**config.mk**
```make
export PLATFORM = sky130hd
export DESIGN_NAME = plc_acc_stack
export DESIGN_NICKNAME = d
export VERILOG_FILES = /design/src/rtl/plc_acc_stack.sv
export SDC_FILE = /design/constraint.sdc
export NUM_CORES = 1
export LEC_CHECK = 0
export BUFFER_PORTS_ARGS = -buffer_cell sky130_fd_sc_hd__buf_2
export CAP_MARGIN = 20
export CELL_PAD_IN_SITES_DETAIL_PLACEMENT = 1
export CELL_PAD_IN_SITES_GLOBAL_PLACEMENT = 2
export CORE_MARGIN = 2
export CORE_UTILIZATION = 48
export CTS_BUF_LIST = sky130_fd_sc_hd__clkbuf_4 sky130_fd_sc_hd__clkbuf_8
export CTS_CLUSTER_SIZE = 12
export DETAILED_ROUTE_END_ITERATION = 12
export MAX_ROUTING_LAYER = met4
export PLACE_DENSITY_LB_ADDON = 0.1
export REMOVE_ABC_BUFFERS = 1
export SLEW_MARGIN = 20
export SYNTH_ARGS = -nofsm -noshare
export SYNTH_HDL_FRONTEND = slang
export SYNTH_SLANG_ARGS = --single-unit
```
**constraint.sdc**
```tcl
create_clock -name CLK -period 8 [get_ports CLK]
set_input_delay 1.6 -clock CLK [delete_from_list [all_inputs] [get_ports CLK]]
set_output_delay 1.6 -clock CLK [all_outputs]
set_load 0.05 [all_outputs]
```
**src/rtl/plc_acc_stack.sv**
```systemverilog
// Accumulator stack: PUSH/POP/ADD/SUB/CLRS on a 2**DEPTH_LOG deep word stack with sticky
// overflow/underflow errors. Define ACC_STACK_DUP_EN to add the DUP (110) operation.
module plc_acc_stack #(
    parameter int DW_W      = 32,
    parameter int DEPTH_LOG = 4
) (
    input  logic                 CLK,
    input  logic                 CLR,
    input  logic [2:0]           OP,
    input  logic                 OP_VLD,
    output logic                 OP_RDY,
    input  logic [DW_W-1:0]      ACC_I,
    input  logic                 ERR_ACK,
    output logic [DW_W-1:0]      RES_O,
    output logic                 RES_VLD,
    output logic                 CARRY_O,
    output logic                 ZERO_O,
    output logic                 FULL,
    output logic                 EMPTY,
    output logic [DEPTH_LOG:0]   LEVEL,
    output logic                 OVF_ERR,
    output logic                 UNF_ERR
);

    localparam int DEPTH = 2 ** DEPTH_LOG;

    localparam logic [2:0] OP_NOP  = 3'b000;
    localparam logic [2:0] OP_PUSH = 3'b001;
    localparam logic [2:0] OP_POP  = 3'b010;
    localparam logic [2:0] OP_ADD  = 3'b011;
    localparam logic [2:0] OP_SUB  = 3'b100;
    localparam logic [2:0] OP_CLRS = 3'b101;
`ifdef ACC_STACK_DUP_EN
    localparam logic [2:0] OP_DUP  = 3'b110;
`endif

    localparam logic [DEPTH_LOG:0]   LVL_ZERO = '0;
    localparam logic [DEPTH_LOG:0]   LVL_ONE  = {{DEPTH_LOG{1'b0}}, 1'b1};
    localparam logic [DEPTH_LOG:0]   LVL_FULL = {1'b1, {DEPTH_LOG{1'b0}}};
    localparam logic [DEPTH_LOG-1:0] ADDR_ONE = {{(DEPTH_LOG-1){1'b0}}, 1'b1};

    typedef enum logic {ST_RUN, ST_ERR} state_t;

    state_t state_reg, state_next;

    logic [DW_W-1:0]      mem [0:DEPTH-1];
    logic [DEPTH_LOG:0]   level_reg, level_next;
    logic [DW_W-1:0]      res_reg, res_next;
    logic                 res_vld_reg, res_vld_next;
    logic                 carry_reg, carry_next;
    logic                 zero_reg, zero_next;
    logic                 ovf_reg, ovf_next;
    logic                 unf_reg, unf_next;

    logic                 run;
    logic                 full_w, empty_w;
    logic                 err_set;
    logic                 mem_we;
    logic [DW_W-1:0]      mem_wdata;
    logic [DEPTH_LOG-1:0] wr_addr, top_addr;
    logic [DW_W-1:0]      top_word;
    logic [DW_W:0]        sum_w, diff_w;

    assign run      = (state_reg == ST_RUN);
    assign full_w   = (level_reg == LVL_FULL);
    assign empty_w  = (level_reg == LVL_ZERO);
    assign wr_addr  = level_reg[DEPTH_LOG-1:0];
    // When full the low bits wrap to 0, so 0 - 1 still lands on the last entry.
    assign top_addr = level_reg[DEPTH_LOG-1:0] - ADDR_ONE;
    assign top_word = mem[top_addr];
    assign sum_w    = {1'b0, top_word} + {1'b0, ACC_I};
    assign diff_w   = {1'b0, top_word} - {1'b0, ACC_I};

    // ---------------- FSM: state register ----------------
    always_ff @(posedge CLK or posedge CLR) begin
        if (CLR) state_reg <= ST_RUN;
        else     state_reg <= state_next;
    end

    // ---------------- FSM: next state ----------------
    always_comb begin
        state_next = state_reg;
        case (state_reg)
            ST_RUN:  if (err_set) state_next = ST_ERR;
            ST_ERR:  if (ERR_ACK) state_next = ST_RUN;
            default: state_next = ST_RUN;
        endcase
    end

    // ---------------- FSM: outputs ----------------
    always_comb begin
        OP_RDY = (state_reg == ST_RUN);
    end

    // ---------------- datapath next-state ----------------
    always_comb begin
        level_next   = level_reg;
        res_next     = res_reg;
        res_vld_next = 1'b0;
        carry_next   = carry_reg;
        zero_next    = zero_reg;
        ovf_next     = ovf_reg;
        unf_next     = unf_reg;
        err_set      = 1'b0;
        mem_we       = 1'b0;
        mem_wdata    = ACC_I;

        if (!run) begin
            if (ERR_ACK) begin
                ovf_next = 1'b0;
                unf_next = 1'b0;
            end
        end else if (OP_VLD) begin
            case (OP)
                OP_PUSH: begin
                    if (full_w) begin
                        ovf_next = 1'b1;
                        err_set  = 1'b1;
                    end else begin
                        mem_we     = 1'b1;
                        level_next = level_reg + LVL_ONE;
                    end
                end
                OP_POP, OP_ADD, OP_SUB: begin
                    if (empty_w) begin
                        unf_next = 1'b1;
                        err_set  = 1'b1;
                    end else begin
                        level_next   = level_reg - LVL_ONE;
                        res_vld_next = 1'b1;
                        if (OP == OP_POP) begin
                            res_next = top_word;
                        end else if (OP == OP_ADD) begin
                            res_next   = sum_w[DW_W-1:0];
                            carry_next = sum_w[DW_W];
                            zero_next  = (sum_w[DW_W-1:0] == '0);
                        end else begin
                            res_next   = diff_w[DW_W-1:0];
                            carry_next = diff_w[DW_W];
                            zero_next  = (diff_w[DW_W-1:0] == '0);
                        end
                    end
                end
                OP_CLRS: level_next = LVL_ZERO;
`ifdef ACC_STACK_DUP_EN
                OP_DUP: begin
                    if (empty_w) begin
                        unf_next = 1'b1;
                        err_set  = 1'b1;
                    end else if (full_w) begin
                        ovf_next = 1'b1;
                        err_set  = 1'b1;
                    end else begin
                        mem_we     = 1'b1;
                        mem_wdata  = top_word;
                        level_next = level_reg + LVL_ONE;
                    end
                end
`endif
                OP_NOP:  ;
                default: ;
            endcase
        end
    end

    // ---------------- datapath registers ----------------
    always_ff @(posedge CLK or posedge CLR) begin
        if (CLR) begin
            level_reg   <= LVL_ZERO;
            res_reg     <= '0;
            res_vld_reg <= 1'b0;
            carry_reg   <= 1'b0;
            zero_reg    <= 1'b0;
            ovf_reg     <= 1'b0;
            unf_reg     <= 1'b0;
        end else begin
            level_reg   <= level_next;
            res_reg     <= res_next;
            res_vld_reg <= res_vld_next;
            carry_reg   <= carry_next;
            zero_reg    <= zero_next;
            ovf_reg     <= ovf_next;
            unf_reg     <= unf_next;
        end
    end

    // Stack storage is deliberately left out of reset.
    always_ff @(posedge CLK) begin
        if (mem_we) mem[wr_addr] <= mem_wdata;
    end

    assign RES_O   = res_reg;
    assign RES_VLD = res_vld_reg;
    assign CARRY_O = carry_reg;
    assign ZERO_O  = zero_reg;
    assign FULL    = full_w;
    assign EMPTY   = empty_w;
    assign LEVEL   = level_reg;
    assign OVF_ERR = ovf_reg;
    assign UNF_ERR = unf_reg;

endmodule

```
==> impl_metrics.json <==
{
  "status": "finished clean",
  "path_clk_slew_ps": 70,
  "wl_mm": 74.3,
  "finClkSkew_ps": 35.0,
  "ff2ff_path_depth": 16,
  "fmax_mhz": 138,
  "synth_top_area_share_pct": 59.6,
  "r2r_slack_ps": 760,
  "worstReg2RegEnd": "ZERO_O",
  "synthFlopType": "edfxtp_1",
  "rsz0062_at_grt": "no",
  "drc": 0,
  "cp_max_fo": 34,
  "io_pins": 84,
  "avgRoutedWirePerCell_um": 29.4,
  "insertion_delay_ps": 700,
  "synthesis.instances": 1652,
  "setup_viol": 0,
  "first_pass_iters": 5,
  "cts_setup_buffers": 0,
  "grt_usage_pct": 28.2,
  "synth_most_common_cell": "edfxtp_1",
  "timing.rr.start": "LEVEL[0]",
  "grt_remaining_overflow": 0,
  "synthArstFlopShare_pct": 7.75,
  "root_buffer": "clkbuf_8",
  "synth_area_leaders": "edfxtp_1 60%, mux4_2 14%, dfrtp_1 4.2%",
  "place_hpwl_mm": 47.9,
  "num-nets-final": 1888,
  "tightest_slew_ps": 1040,
  "top_register": "mem",
  "critPathCaptureType": "flop",
  "ctsResizeCount": 0,
  "cts_sinks": 555,
  "htree_levels": 3,
  "cp.required_ps": 8600,
  "maxSlewHeadroom_pct": 30.3,
  "num_vias": 15400,
  "hp-start": "RES_O[2]",
  "drive_above_1_share_pct": 25.0,
  "area_growth_pct": 11.8,
  "fin_util_pct": 54.5,
  "largest_reg_flops": 512,
  "synth_cell_type_count": 76,
  "avgViaCountPerCell": 6.09,
  "die_w_um": 236,
  "antenna_left": 0,
  "start_util_pct": 48.8,
  "whs_path_depth": 2,
  "cp.arrival_ps": 7840,
  "drt_iter0_markers": 1534,
  "port_buffers": 83,
  "min_period_ps": 7240,
  "crit_type": "reg -> reg",
  "cts_tree": "yes",
  "cts_buffers": 92,
  "grt_pass1_wl_mm": 111,
  "finalHoldViolations": 0,
  "dieArea_mm2": 0.0556,
  "die_y_um": 236,
  "core_area_mm2": 0.0529,
  "rows": 84,
  "start_kind": "flop",
  "fin_crit_sh_pct": 90.5,
  "worstHoldEndpoint": "RES_O[2]",
  "syn_avg_cell_area_um2": 15.6,
  "yosysWarnings": 0,
  "grt_pass1_vias": 16400,
  "grt_max_degree": 68,
  "cap_violations": 0,
  "min_path_type": "reg -> reg",
  "synth_area_mm2": 0.0258,
  "synthTopCellsByCount": "512 x edfxtp_1, 159 x mux4_2, 108 x nand2_1",
  "clockBufferDepth": 3,
  "antenna_found_initial": 2,
  "place_congestion": 0.910,
  "seq_area_frac_synth_pct": 63.8,
  "synth_edf_count": 512,
  "cts-hold-fix-buffers": 0,
  "drv_slew": 0,
  "synth_top_area_cell": "edfxtp_1",
  "ys_ff_latch": 555
}
==> worst max-delay path, stage by stage, from the launching register on <==
cell and delay (ps):
dfrtp_4 720, inv_1 220, ha_4 700, buf_4 600, mux4_2 410, mux4_2 540
ha_1 480, nor4_1 640, nand3_1 170, a31oi_1 330, a21oi_1 230, a31oi_2 370
mux2i_1 130, nor4b_1 610, nor4b_1 680, nand4_1 190, nand2_1 120
==> stage by stage <==
stage	cells	area, um2	hold WS [ps]	worst slack (ps)	setup TNS (ps)
after floorplan	1564	25400	445	-4790	-142960
after global placement	2368	27000	455	725	0
after detailed placement	2368	27000	473	932	0
after CTS	2531	28800	485	884	0
after global routing	2532	28800	520	424	0
final	2532	28800	485	756	0
==> worst max-delay path by stage <==
stage	startpoint	end	slack, ps	cells past startpoint
2_1_floorplan	LEVEL[0]	ZERO_O	-4790	17
3_3_place_gp	LEVEL[0]	ZERO_O	730	16
3_5_place_dp	LEVEL[0]	ZERO_O	930	16
4_1_cts	LEVEL[0]	ZERO_O	880	16
5_1_grt	LEVEL[0]	ZERO_O	420	16
6_report	LEVEL[0]	ZERO_O	760	16
==> per-layer routing <==
layer	global-route usage, %	share of wire, %
met1	40.8	46
met5	-	0
met3	4.61	6.2
met4	7.84	2.1
met2	41.7	46
==> cells by family after synthesis <==
| group | Yosys count | synth area share, % |
|---|---|---|
| buf+inv | 164 | 2.57 |
| fa+ha+maj | 75 | 3.73 |
| mux | 170 | 14.3 |
| simple gates | 341 | 6.45 |
| xor+xnor | 57 | 1.94 |
| flops | 555 | 63.8 |
| compound gates | 290 | 7.21 |
==> area by class of cell <==
class	instances	area, um2
Fill cell	5036	24000
Sequential cell	555	16500
Multi-Input combinational cell	933	8730
Clock buffer	122	1500
Tap cell	688	861
Timing Repair Buffer	116	701
Clock inverter	41	290
Inverter	76	290
Antenna cell	1	2.50
==> placed cells by master (no fill, tap or decap), types with 11 or more instances in the layout <==
cell type | netlist | routed
dfrtp_1 | 43 | 42
clkinv_2 | 0 | 14
a21oi_1 | 84 | 84
nand2_1 | 108 | 108
nor3_1 | 15 | 15
ha_1 | 72 | 71
nor2_1 | 88 | 88
a31oi_1 | 16 | 16
o211ai_1 | 15 | 15
nand2b_1 | 12 | 11
buf_4 | 2 | 30
mux4_2 | 159 | 159
clkinv_1 | 1 | 20
a211oi_1 | 20 | 20
o21ai_0 | 63 | 63
inv_1 | 73 | 72
and2_2 | 0 | 13
clkbuf_4 | 0 | 28
xnor2_1 | 49 | 47
edfxtp_1 | 512 | 512
buf_2 | 16 | 83
nand4_1 | 11 | 11
nor2b_1 | 13 | 12
nor4_1 | 17 | 17
clkbuf_8 | 0 | 94
nand3_1 | 23 | 23
Power is not shown: default switching activity piles up to over one toggle a cycle in this logic, so the estimate is an artifact.
